==> src/rtl/jk_cmd_sequencer.sv <==
// Command FIFO + sequencer that drives the J/K inputs of a JK flip-flop for a programmable dwell.
// Define JK_SEQ_CHECK_EN to build the q-feedback checker that raises the sticky err flag.
module jk_cmd_sequencer #(
  parameter int DEPTH   = 4,
  parameter int DWELL_W = 4
) (
  input  logic               clk,
  input  logic               rst,
  input  logic               cmd_valid,
  output logic               cmd_ready,
  input  logic [1:0]         cmd_op,
  input  logic [DWELL_W-1:0] cmd_dwell,
  output logic               j,
  output logic               k,
  input  logic               q,
  output logic               busy,
  output logic               done,
  output logic [7:0]         count,
  output logic               err
);

  localparam int AW = $clog2(DEPTH);
  localparam logic [AW:0]        PTR_ONE = (AW+1)'(1);
  localparam logic [DWELL_W-1:0] DW_ONE  = DWELL_W'(1);

  typedef enum logic [1:0] {IDLE, DRIVE, SETTLE} state_t;

  state_t             state;
  logic [1:0]         op_mem [DEPTH];
  logic [DWELL_W-1:0] dw_mem [DEPTH];
  logic [AW:0]        wr_ptr, rd_ptr;
  logic [DWELL_W-1:0] dwell_cnt;
  logic               full, empty, push, pop;
  logic [1:0]         head_op;
  logic [DWELL_W-1:0] head_dwell;

  assign empty      = (wr_ptr == rd_ptr);
  assign full       = (wr_ptr[AW] != rd_ptr[AW]) && (wr_ptr[AW-1:0] == rd_ptr[AW-1:0]);
  assign cmd_ready  = !full;
  assign push       = cmd_valid && !full;
  assign pop        = !empty && ((state == IDLE) || (state == SETTLE));
  assign head_op    = op_mem[rd_ptr[AW-1:0]];
  assign head_dwell = dw_mem[rd_ptr[AW-1:0]];
  assign busy       = (state != IDLE) || !empty;

  always_ff @(posedge clk) begin
    if (push) begin
      op_mem[wr_ptr[AW-1:0]] <= cmd_op;
      dw_mem[wr_ptr[AW-1:0]] <= cmd_dwell;
    end
  end

  always_ff @(posedge clk) begin
    if (rst) begin
      wr_ptr <= '0;
      rd_ptr <= '0;
    end else begin
      if (push) wr_ptr <= wr_ptr + PTR_ONE;
      if (pop)  rd_ptr <= rd_ptr + PTR_ONE;
    end
  end

  // A pop from IDLE or SETTLE loads the head command and starts driving it next cycle.
  always_ff @(posedge clk) begin
    if (rst) begin
      state <= IDLE;
      j     <= 1'b0;
      k     <= 1'b0;
      done  <= 1'b0;
      count <= 8'd0;
    end else begin
      done <= 1'b0;
      case (state)
        IDLE, SETTLE: begin
          if (!empty) begin
            dwell_cnt <= head_dwell;
            j         <= head_op[1];
            k         <= head_op[0];
            state     <= DRIVE;
          end else begin
            j     <= 1'b0;
            k     <= 1'b0;
            state <= IDLE;
          end
        end
        DRIVE: begin
          if (dwell_cnt == '0) begin
            j     <= 1'b0;
            k     <= 1'b0;
            done  <= 1'b1;
            count <= count + 8'd1;
            state <= SETTLE;
          end else begin
            dwell_cnt <= dwell_cnt - DW_ONE;
          end
        end
        default: begin
          j     <= 1'b0;
          k     <= 1'b0;
          state <= IDLE;
        end
      endcase
    end
  end

`ifdef JK_SEQ_CHECK_EN
  logic [1:0] chk_op;
  logic       chk_dw0;
  logic       q_start;
  logic       exp_q;

  always_ff @(posedge clk) begin
    if (pop) begin
      chk_op  <= head_op;
      chk_dw0 <= head_dwell[0];
      q_start <= q;
    end
  end

  // Toggling dwell+1 times flips q only when dwell is even.
  always_comb begin
    exp_q = q_start;
    case (chk_op)
      2'b00:   exp_q = q_start;
      2'b01:   exp_q = 1'b0;
      2'b10:   exp_q = 1'b1;
      default: exp_q = q_start ^ ~chk_dw0;
    endcase
  end

  always_ff @(posedge clk) begin
    if (rst)                                  err <= 1'b0;
    else if ((state == SETTLE) && (q != exp_q)) err <= 1'b1;
  end
`else
  logic unused_q;
  assign unused_q = q;
  assign err      = 1'b0;
`endif

endmodule
==> config.mk <==
export PLATFORM = sky130hd
export DESIGN_NAME = jk_cmd_sequencer
export DESIGN_NICKNAME = d
export VERILOG_FILES = /design/src/rtl/jk_cmd_sequencer.sv
export SDC_FILE = /design/constraint.sdc
export NUM_CORES = 1
export LEC_CHECK = 0
export ABC_CLOCK_PERIOD_IN_PS = 2800
export CAP_MARGIN = 20
export CORE_MARGIN = 2
export CORE_UTILIZATION = 25
export DETAILED_ROUTE_END_ITERATION = 10
export GPL_ROUTABILITY_DRIVEN = 1
export PLACE_DENSITY = 0.54
export SKIP_CTS_REPAIR_TIMING = 1
export SYNTH_ARGS = -nofsm -noshare
export SYNTH_HDL_FRONTEND = slang
export SYNTH_SLANG_ARGS = --single-unit
==> constraint.sdc <==
create_clock -name clk -period 2.8 [get_ports clk]
set_clock_uncertainty 0.05 [all_clocks]
set_input_delay 0.28 -clock clk [delete_from_list [all_inputs] [get_ports clk]]
set_output_delay 0.28 -clock clk [all_outputs]
set_load 0.01 [all_outputs]
Word level (Yosys, flattened, before mapping)

Memories as Yosys holds them, arrays and structs flattened. A register that Yosys moved wholly into a read port is not among the register bits.
Index checks and enable logic that the tools add are counted.

RAM bits: 24
Logic and storage cells: 57
Memories: 2
Register bits: 23
Output and inout port bits: 14
Bits of input ports: 10

Reductions and logical operators: 15
Eq/ne operators: 8
Mux-type cells: 18
Bitwise operators: 2
Add/sub/neg operators: 4

Memories:

| name   | depth | bits a word | read ports | clocked after memory_dff | write ports | line | source |
|---|---|---|---|---|---|---|---|
| dw_mem | 4     | 4           | 1          | 1                        | 1           | 30   | `logic [DWELL_W-1:0] dw_mem [DEPTH];` |
| op_mem | 4     | 2           | 1          | 1                        | 1           | 29   | `logic [1:0] op_mem [DEPTH];` |

Operator list:

| operator                                         | count |
|---|---|
| 2-to-1 mux 2 bit                                 | 5 |
| adder 8 x 1 -> 8 bit, second input constant      | 1 |
| 2-to-1 mux 4 bit                                 | 2 |
| case mux 4 bit (2 select lines)                  | 1 |
| 2-to-1 mux 1 bit                                 | 7 |
| adder 3 x 1 -> 3 bit, second input constant      | 2 |
| inequality test 2 bit, second input constant     | 3 |
| logical NOT 4 bit                                | 1 |
| case mux 1 bit (2 select lines)                  | 2 |
| case mux 2 bit (2 select lines)                  | 1 |
| AND reduction 4 bit                              | 1 |
| nonzero test 2 bit                               | 2 |
| OR reduction 2 bit                               | 2 |
| subtractor 4 x 1 -> 4 bit, second input constant | 1 |
| == test 3 bit                                    | 1 |
| logical AND 1 bit                                | 3 |
| == test 2 x 1 -> 1 bit, second input constant    | 1 |
| == test 2 bit                                    | 1 |
| == test 2 bit, second input constant             | 1 |
| logical NOT 1 bit                                | 2 |
| logical NOT 2 bit                                | 1 |
| logical OR 1 bit                                 | 2 |
| NOT 1 bit                                        | 2 |
| AND reduction 2 bit                              | 1 |
| inequality test 1 bit                            | 1 |

Logic depth before layout (Yosys ltp)

Gate-level depths: netlist of the first run.

Word-level depth: 6
Gate-level depth with buffers: 6
Depth with buffers taken out: 6

Worst setup path before layout of the first run

No wires, ideal clock.

Path type: flip-flop to flip-flop
From: register dwell_cnt[0]
To: register count[7]
Stages on the path, launching flop included: 7
Arrival time: 1,598 ps
Required time: 2,629 ps
Path buffers: 0
Setup time: 121 ps
Setup slack: 1,030 ps
Clock period less this slack: 1,770 ps
Cells stage by stage: edfxtp_1 -> inv_1 -> ha_1 -> or3b_4 -> nor3_4 -> nand3_2 -> mux2_4

Cells in the longest elaborated chain, start to end: 2

RTL lines:

| what                          | line | source |
|---|---|---|
| start, declared               | 32   | `logic [DWELL_W-1:0] dwell_cnt;` |
| start signal, assigned        | 76   | `dwell_cnt <= head_dwell;` |
| start signal, assigned        | 94   | `dwell_cnt <= dwell_cnt - DW_ONE;` |
| logical NOT 4 bit             | 87   | `if (dwell_cnt == '0) begin` |
| AND reduction 2 bit (no line) | n/a  |  |
| end signal, assigned          | 91   | `count <= count + 8'd1;` |
| end, declared                 | 18   | `output logic [7:0] count,` |

Every way passes these cells.
A chain may end at the register's enable or synchronous reset.

Final worst setup path of the first run

From: register wr_ptr[0]
To: output port busy

Cells in the longest elaborated chain, start to end: 3

RTL lines:

| what                   | line | source |
|---|---|---|
| start, declared        | 31   | `logic [AW:0] wr_ptr, rd_ptr;` |
| start signal, assigned | 58   | `if (push) wr_ptr <= wr_ptr + PTR_ONE;` |
| == test 3 bit          | 37   | `assign empty = (wr_ptr == rd_ptr);` |
| logical NOT 1 bit      | n/a  |  |
| logical OR 1 bit       | 44   | `assign busy = (state != IDLE) \|\| !empty;` |
| end, declared          | 16   | `output logic busy,` |

Every way passes these cells.

==> key figures, run 1 <==
Run status
  – Status: finished clean

Detailed routing
  – Drt wl/cell: 11.72 um
  – Antenna-violating nets left: 0
  – Routed vias: 1171
  – Drt initial violations: 42
  – First-pass DRT Iterations: 4
  – DRT Wirelength: 3.351 mm
  – Vias per Instance: 4.094
  – Drt drc: 0

Placement
  – Detailed Place HPWL: 2.373 mm
  – I/O Buffers: 21
  – Place WS: 0.7608 ns
  – GPL Wtd Cong: 0.6680

GRT
  – Grt ovf: 0
  – First-pass GRT wire length: 5.430 mm
  – Largest net degree at the start of global routing: 24
  – Vias in the first global route: 1131
  – Initial antenna violation count: 0
  – Total GRT Usage: 7.905%

Clocking
  – CTS tree: yes
  – Clock Latency Late Sink: 0.30 ns
  – CTS clock-pin slew for the worst setup and hold paths: 0.10 ns
  – H-tree depth: 2
  – CTS sink cnt: 49
  – CTS Buffer Depth: 2
  – CTS root buffer: clkbuf_8
  – TritonCTS Buffers: 5

Worst setup path
  – Critical path class: register to primary output
  – Largest delay share family, worst path: buffers and inverters
  – Buf+Inv Stages, Crit Path: 1
  – Critical path cell sequence: xnor2_1 -> nand4_1 -> clkdlybuf4s50_1
  – Critical path fanouts, max: 5
  – Crit path DAT: 1.78 ns
  – Critical path's largest stage delay: 0.51 ns
  – Critical path's slowest cell: clkdlybuf4s50_1
  – CP Launch Type: register
  – Worst setup EP type: primary output
  – Worst EP required: 2.47 ns

Die
  – Core Box Area: 8134 um2
  – Starting Density: 25.41%
  – Core Rows: 33
  – Die area: 9012 um2
  – Die Height: 94.93 um
  – Ports: 24
  – Die width: 94.93 um

Synthesis
  – EDFF count, synth: 28
  – Simple-gate share of the synthesized area: 13.74%
  – Async set or reset register ratio after synthesis: 0%
  – Synthesis warning total: 0
  – Commonest cells post-synth: edfxtp_1, nor2_1, dfxtp_1
  – Main synth FF type: edfxtp_1
  – Area share of the largest cell type after synthesis: 40.68%
  – Multiplexer share of the synthesized area: 8.232%
  – Seq/Total Area, Yosys: 61.02%
  – Largest family of logic cells by synthesized area: simple AND/OR/NAND/NOR gates
  – Synth Area in Compound Gates: 4.600%
  – Synth cell types: 34
  – Post-synthesis cell count: 156
  – Yosys reg bits: 49
  – Largest cells by area after synthesis: edfxtp_1, dfxtp_1, mux4_2
  – Synth Area in Adders: 4.237%
  – Count leader, synth: edfxtp_1
  – Mean area per synthesized cell: 13.25 um2
  – Yosys top cell by area: edfxtp_1
  – Net Count, Synth: 173
  – Post-Syn Area: 2067 um2
  – XOR/XNOR Fraction of Synth Area: 5.932%

Worst hold path
  – HP Class: register to register

Cells and area
  – Area growth syn-to-layout: 20.46%
  – Layout cells sized above 1: 13.26%
  – Filler cells: 827
  – # diodes: 0
  – Nets: 197

Timing
  – Worst slew pin tran: 0.6598 ns
  – Fin crit share: 75.38%
  – Final slew viol count: 0
  – Relative slew slack: 55.92%
  – TNS Setup: 0 ns
  – Fin worst setup slack: 0.6894 ns
  – Post-layout minimum cycle time: 2.111 ns
  – Max Fclk: 0.4738 GHz
  – Count of final hold-check violations: 0
  – Endpoints failing setup: 0
  – RSZ-0062 raised after global routing: false
  – Fin Hold WS: 0.4759 ns

Power and ir drop
  – Leak: 0.0008674 uW
  – Power density cells: 746.9 nW/um2
  – Power Total: 1860 uW
  – Peak VDD IR: 0.0002916 V

Flow run
  – Max Cap Viol: 0
-- final cells by class --
cell class              instances  area, um2  area share, %
multi-input cells              97      763.2          30.65
flip-flops and latches         49       1261          50.65
clock buffers                   5      68.82          2.764
clock inverters                 3      28.78          1.156
well taps                     105      131.4          5.276
inverters                       5      18.77         0.7538
repair buffers                 22      217.7          8.744
-- cell usage in the layout, fill, tap and decap left out, types with 3 or more instances in the layout --
cell type and count:
a21oi_1 3, clkdlybuf4s50_1 21, xor2_1 5, nand3_1 4, edfxtp_1 28, nand2_1 7, nand4_1 3, inv_1 5
o21ai_0 4, mux4_2 6, dfxtp_1 21, nor2_1 22, and2_1 4, clkbuf_8 5, xnor2_1 9, ha_1 7
-- stage by stage --
step	cell area [um2]	util, %	instances
2_1_floorplan	2067	-	156
3_3_place_gp	2392	29.41	278
3_5_place_dp	2392	29.41	278
4_1_cts	2490	30.61	286
5_1_grt	2490	30.61	286
6_report	2490	30.61	286
-- sequential cells by signal (all words and copies together) (netlist names), named ones only --
register and cells:
count 8, done 1, dw_mem 16, dwell_cnt 4
j 1, k 1, op_mem 8, rd_ptr 3
state 2, wr_ptr 3
-- path summary, 6_finish.rpt --
kind                 from  cells past startpoint           end  slack, ns
max             wr_ptr[0]                      3          busy       0.69
min reg2reg      count[1]                      2      count[1]       0.48
max reg2reg  dwell_cnt[0]                      6  dwell_cnt[3]       0.79
min              count[1]                      2      count[1]       0.48
-- worst register-to-register path: stages (launching register included) --
cell,delay (ns)
edfxtp_1,0.42
inv_1,0.08
ha_1,0.18
nor3b_1,0.57
nor2_1,0.15
nor2_1,0.18
nor2_1,0.12
-- cells by family (layout without fill, tap and decap cells) --
group / after synthesis / in the layout
AOI/OAI and AO/OA: 13 / 13
adders and majority gates: 7 / 7
buffers and inverters: 10 / 35
other: 1 / 1
muxes: 9 / 9
and+or+nand+nor: 53 / 53
xor gates and xnor gates: 14 / 14
DFF: 49 / 49
-- metal layers --
layer	GRT usage (%)	wire, um
met3	2.793	137
met5	0	0
met2	12.06	1524
met1	10.64	1683
met4	2.174	5
-- where the power goes --
part | leakage [uW] | total, uW | internal (uW) | switching (uW)
clock network | 0.0000506 | 441 | 187 | 254
registers | 0.000429 | 959 | 871 | 87.6
logic | 0.000388 | 460 | 228 | 232
total | 0.000867 | 1860 | 1290 | 574
(Power assumes the default switching activity.)
==> inputs of run 2 (changes only) <==
ABC_CLOCK_PERIOD_IN_PS = 1900   (was 2800)
PLACE_DENSITY = 0.55   (was 0.54)
clock period = 1.9 ns   (was 2.8 ns; I/O delays follow)
==> run 2 against run 1 <==
Net effect: register-to-register slack worse by 0.65 ns; die area unchanged; routed wire length up 0.81%; combinational power up 77%; worst setup slack worse by 0.61 ns; total power up 54%; sequential power up 45%; largest power group unchanged; critical path depth unchanged; largest cell class unchanged.
==> key figures, run 2 (synthesized netlist as in run 1, its figures left out) <==
Run status
  – Status: finished clean (unchanged)

Timing
  – Count of final hold-check violations: 0 (unchanged)
  – Fin worst setup slack: 0.07568 ns (was 0.6894 ns)
  – Fin crit share: 96.02%
  – Max Fclk: 0.5481 GHz
  – Post-layout minimum cycle time: 1.824 ns
  – TNS Setup: 0 ns (unchanged)
  – Endpoints failing setup: 0 (unchanged)
  – Final slew viol count: 0 (unchanged)

Die
  – Die area: 9012 um2 (unchanged)
  – Die Height: 94.93 um (unchanged)
  – Core Rows: 33 (unchanged)
  – Core Box Area: 8134 um2 (unchanged)
  – Die width: 94.93 um (unchanged)
  – Starting Density: 25.41% (unchanged)
  – Ports: 24 (unchanged)

Clocking
  – CTS sink cnt: 49 (unchanged)
  – CTS root buffer: clkbuf_8 (unchanged)
  – TritonCTS Buffers: 5 (unchanged)
  – Clock Latency Late Sink: 0.31 ns (was 0.30 ns)
  – H-tree depth: 2 (unchanged)
  – CTS clock-pin slew for the worst setup and hold paths: 0.10 ns (about the same)
  – CTS Buffer Depth: 2 (unchanged)
  – CTS tree: yes (unchanged)

Worst hold path
  – Hold Path End: dw_mem[2][3] (was count[1])
  – HP Class: input pin to register (was register to register)
  – Worst Hold Path Cells: 1 (was 2)
  – Start point of the worst hold path: cmd_dwell[3] (was count[1])

Detailed routing
  – WL met1: 1.655 mm (was 1.683 mm)
  – Met2 wire len: 1.543 mm (was 1.524 mm)
  – Met3 WL: 140 um (was 137 um)
  – Vias per Instance: 4.187 (was 4.094)
  – First-pass DRT Iterations: 4 (unchanged)
  – Drt drc: 0 (unchanged)
  – DRT Wirelength: 3.378 mm (was 3.351 mm)
  – Antenna-violating nets left: 0 (unchanged)
  – Routed vias: 1231 (was 1171)
  – Drt wl/cell: 11.49 um (was 11.72 um)
  – Top sig layer: met4 (unchanged)
  – Drt initial violations: 38 (was 42)

Worst setup path
  – Crit path DAT: 1.58 ns (was 1.78 ns)
  – Critical path class: register to primary output (unchanged)
  – Reg2reg setup slack: 0.14 ns (was 0.79 ns)
  – Worst r2r path cells: 6 (unchanged)
  – R2r startpoint: dwell_cnt[0] (unchanged)
  – Worst setup EP type: primary output (unchanged)
  – Critical path fanouts, max: 4 (was 5)
  – Worst EP required: 1.66 ns (was 2.47 ns)
  – Worst reg2reg path endpoint: count[7] (was dwell_cnt[3])
  – CP Launch Type: register (unchanged)

Power and ir drop
  – Psw: 878.6 uW (was 573.8 uW)
  – Leak: 0.0009124 uW (was 0.0008674 uW)
  – Int Pwr: 1989 uW (was 1286 uW)
  – Peak VDD IR: 0.0004197 V (was 0.0002916 V)
  – Sw Share: 30.63% (was 30.85%)
  – Power density cells: 1118 nW/um2 (was 746.9 nW/um2)
  – Combinational power share: 28.4% (was 24.7%)
  – Clock power share: 23.1% (was 23.7%)
  – Sequential fraction of design power: 48.6% (was 51.5%)

Cells and area
  – Layout cells sized above 1: 18.52% (was 13.26%)
  – Area growth syn-to-layout: 24.15% (was 20.46%)
  – Most common cell after layout, fill and taps aside: edfxtp_1 (unchanged)
  – Finished Cell Area: 2566 um2 (was 2490 um2)
  – Max FFs per register: 16 (unchanged)
  – Most frequent cells in the layout: edfxtp_1, nor2_1, clkdlybuf4s50_1, dfxtp_1, buf_4 (was edfxtp_1, nor2_1, dfxtp_1, clkdlybuf4s50_1, xnor2_1)
  – # diodes: 0 (unchanged)
  – Nets: 205 (was 197)

GRT
  – Largest net degree at the start of global routing: 21 (was 24)
  – Grt ovf: 0 (unchanged)
  – Vias in the first global route: 1208 (was 1131)
  – First-pass GRT wire length: 5.616 mm (was 5.430 mm)
  – Initial antenna violation count: 0 (unchanged)
  – Total GRT Usage: 8.264% (was 7.905%)

Placement
  – I/O Buffers: 21 (unchanged)
  – Dpl cell area: 2437 um2 (was 2392 um2)
  – Place WS: 0.08599 ns (was 0.7608 ns)
  – Detailed Place HPWL: 2.447 mm (was 2.373 mm)
  – GPL Wtd Cong: 0.7203 (was 0.6680)

Flow run
  – Max Cap Viol: 0 (unchanged)
## run 2: changes by cell type in the layout (fill, tap and decap cells not counted), sizes merged
cell | previous run | this run
inv | 7 | 8
buf | 1 | 9
clkinv | 1 | 0
## run 2: how the worst max path moves through the flow
| stage | start | end | slack, ns |
|---|---|---|---|
| after global routing | rd_ptr[0] | busy | -0.01 |
| after detailed placement | dwell_cnt[0] | count[7] | 0.09 |
| final | rd_ptr[0] | busy | 0.08 |
| after global placement | dwell_cnt[0] | count[7] | 0.09 |
| after CTS | wr_ptr[0] | busy | -0.11 |
| after floorplan | dwell_cnt[0] | count[7] | 0.13 |
## run 2: per-layer routing
layer | vias to the layer above | track usage [%]
met5 | - | 0
met4 | 0 | 3.261
met3 | 5 | 2.394
met2 | 22 | 13.18
met1 | 586 | 10.56
li1 | 618 | -
## run 2: through the flow
step | cells | power, uW | utilization (%) | hold WS, ns
after floorplan | 156 | 1922 | - | 0.2091
after global placement | 284 | 2197 | 29.96 | 0.4584
after detailed placement | 284 | 2202 | 29.96 | 0.4697
after CTS | 292 | 2862 | 31.16 | 0.4562
after global routing | 294 | 3056 | 31.55 | 0.4786
final | 294 | 2868 | 31.55 | 0.4603
## run 2: layout make-up
class	count	area, um2
Fill cell	838	5568
Clock buffer	5	68.82
Clock inverter	3	28.78
Tap cell	105	131.4
Sequential cell	49	1262
Inverter	5	18.77
Timing Repair Buffer	30	277.8
Multi-Input combinational cell	97	778.2
## run 2: power groups by stage
| stage | clock [uW] | combinational [uW] | sequential (uW) |
|---|---|---|---|
| floorplan | 0 | 529 | 1390 |
| global placement | 0 | 785 | 1410 |
| detailed placement | 0 | 788 | 1410 |
| CTS | 680 | 793 | 1390 |
| global route | 719 | 922 | 1420 |
| finish | 662 | 814 | 1390 |
## run 2: critical path, stage by stage (launching register included)
cell	delay, ns
dfxtp_1	0.37
xnor2_2	0.28
nand4_1	0.13
clkdlybuf4s50_1	0.50
==> inputs of run 3 (changes only) <==
RECOVER_POWER = 100   (was default)
==> run 3 against run 2 <==
Net effect: total power fell by 1.7%; hold slack improved by 0.016 ns; critical endpoint is now cmd_ready; combinational power fell by 5.7%; via count rose by 0.16%; worst setup slack improved by 0.023 ns.
==> key figures, run 3 (synthesized netlist as in run 1, its figures left out) <==
Placement
  – Detailed Place HPWL: 2.447 mm (unchanged)
  – I/O Buffers: 21 (unchanged)
  – Dpl cell area: 2437 um2 (unchanged)
  – GPL Wtd Cong: 0.7203 (unchanged)

Power and ir drop
  – Power Total: 2820 uW (was 2868 uW)
  – Peak VDD IR: 0.0004182 V (was 0.0004197 V)
  – Leak: 0.0009361 uW (was 0.0009124 uW)
  – Power density cells: 1110 nW/um2 (was 1118 nW/um2)

Cells and area
  – Layout cells sized above 1: 15.34% (was 18.52%)
  – Area growth syn-to-layout: 22.88% (was 24.15%)
  – Finished Cell Area: 2540 um2 (was 2566 um2)
  – Max FFs per register: 16 (unchanged)
  – Most frequent cells in the layout: edfxtp_1, nor2_1, dfxtp_1, dlygate4sd3_1 (was edfxtp_1, nor2_1, clkdlybuf4s50_1, dfxtp_1, buf_4)
  – Multi-input logic area: 767.0 um2 (was 778.2 um2)
  – Register area: 1262 um2 (unchanged)
  – Most common cell after layout, fill and taps aside: edfxtp_1 (unchanged)
  – Filler cells: 843 (was 838)
  – Core Util, Final: 31.23% (was 31.55%)
  – Nets: 205 (unchanged)
  – # diodes: 0 (unchanged)

GRT
  – GR Util met3: 2.394% (unchanged)
  – Met2 GRT Util: 13.18% (unchanged)
  – First-pass GRT wire length: 5.616 mm (unchanged)
  – Total GRT Usage: 8.264% (unchanged)
  – Largest net degree at the start of global routing: 21 (unchanged)
  – Met1 Use GR: 10.56% (unchanged)
  – Vias in the first global route: 1208 (unchanged)
  – GR peak layer: met2 (unchanged)
  – Grt ovf: 0 (unchanged)
  – Initial antenna violation count: 0 (unchanged)

Die
  – Die Height: 94.93 um (unchanged)
  – Ports: 24 (unchanged)
  – Core Rows: 33 (unchanged)
  – Die area: 9012 um2 (unchanged)
  – Core Box Area: 8134 um2 (unchanged)
  – Starting Density: 25.41% (unchanged)
  – Die width: 94.93 um (unchanged)

Clocking
  – TritonCTS Buffers: 5 (unchanged)
  – CTS tree: yes (unchanged)
  – H-tree depth: 2 (unchanged)
  – CTS Buffer Depth: 2 (unchanged)
  – CTS root buffer: clkbuf_8 (unchanged)
  – CTS clock-pin slew for the worst setup and hold paths: 0.10 ns (about the same)
  – Clock Latency Late Sink: 0.31 ns (about the same)
  – CTS sink cnt: 49 (unchanged)

Worst setup path
  – Worst setup EP type: primary output (unchanged)
  – CP Launch Type: register (unchanged)
  – Crit path DAT: 1.56 ns (was 1.58 ns)
  – Worst EP required: 1.66 ns (about the same)
  – Critical path fanouts, max: 4 (unchanged)
  – Critical path class: register to primary output (unchanged)

Detailed routing
  – Antenna-violating nets left: 0 (unchanged)
  – First-pass DRT Iterations: 4 (unchanged)
  – Routed vias: 1233 (was 1231)
  – Drt initial violations: 31 (was 38)
  – Vias per Instance: 4.194 (was 4.187)
  – Drt wl/cell: 11.51 um (was 11.49 um)
  – Drt drc: 0 (unchanged)
  – DRT Wirelength: 3.384 mm (was 3.378 mm)

Timing
  – TNS Setup: 0 ns (unchanged)
  – Count of final hold-check violations: 0 (unchanged)
  – RSZ-0062 raised after global routing: false
  – Worst slew pin tran: 0.5059 ns
  – Endpoints failing setup: 0 (unchanged)
  – Max Fclk: 0.5551 GHz (was 0.5481 GHz)
  – Relative slew slack: 66.28%
  – Final slew viol count: 0 (unchanged)
  – Fin Hold WS: 0.4759 ns (was 0.4603 ns)
  – Post-layout minimum cycle time: 1.801 ns (was 1.824 ns)
  – Fin crit share: 94.82% (was 96.02%)

Run status
  – Status: finished clean (unchanged)

Flow run
  – Max Cap Viol: 0 (unchanged)

Worst hold path
  – HP Class: register to register (was input pin to register)
[run 3: changes by cell type in the layout (fill, tap and decap cells not counted)]
cell	change
clkbuf_4	+2
clkbuf_1	+4
a31oi_2	-1
nand3_1	+1
buf_4	-6
nand3_2	-1
a31oi_1	+1
dlygate4sd3_1	+17
clkdlybuf4s50_1	-17
[run 3: worst max-delay path, stage by stage (launching register included)]
cell and delay, ns:
dfxtp_1 0.42, xor2_1 0.23, nand3_1 0.12, clkdlybuf4s50_1 0.49
[run 3: final timing paths]
kind                                    from        end  slack [ns]  cells after the start
worst max-delay path               wr_ptr[2]  cmd_ready         0.1                      3
worst min-delay path                count[1]   count[1]        0.48                      2
worst max register to register  dwell_cnt[0]   count[7]        0.13                      6
worst min register to register      count[1]   count[1]        0.48                      2
[run 3: through the flow]
stage / setup slack [ns] / std cells
after global placement: 0.09233 / 284
after global routing: 0.008957 / 294
after CTS: -0.1055 / 292
final: 0.09850 / 294
after floorplan: 0.1303 / 156
after detailed placement: 0.08599 / 284
[run 3: where the power goes]
group	internal (uW)	total [uW]	switching, uW
sequential	1280	1390	106
clock	278	662	383
combinational	386	768	382
total	1950	2820	872
[run 3: area by class of cell]
type	instances	area share [%]
Tap cell	105	5.172
Timing Repair Buffer	30	10.34
Clock buffer	5	2.709
Inverter	5	0.7389
Clock inverter	3	1.133
Sequential cell	49	49.70
Multi-Input combinational cell	97	30.20
[run 3: layer usage]
layer / wire length [um] / up-vias
met5: 0 / -
met4: 39 / 0
met3: 140 / 5
met2: 1549 / 22
met1: 1655 / 591
li1: - / 615
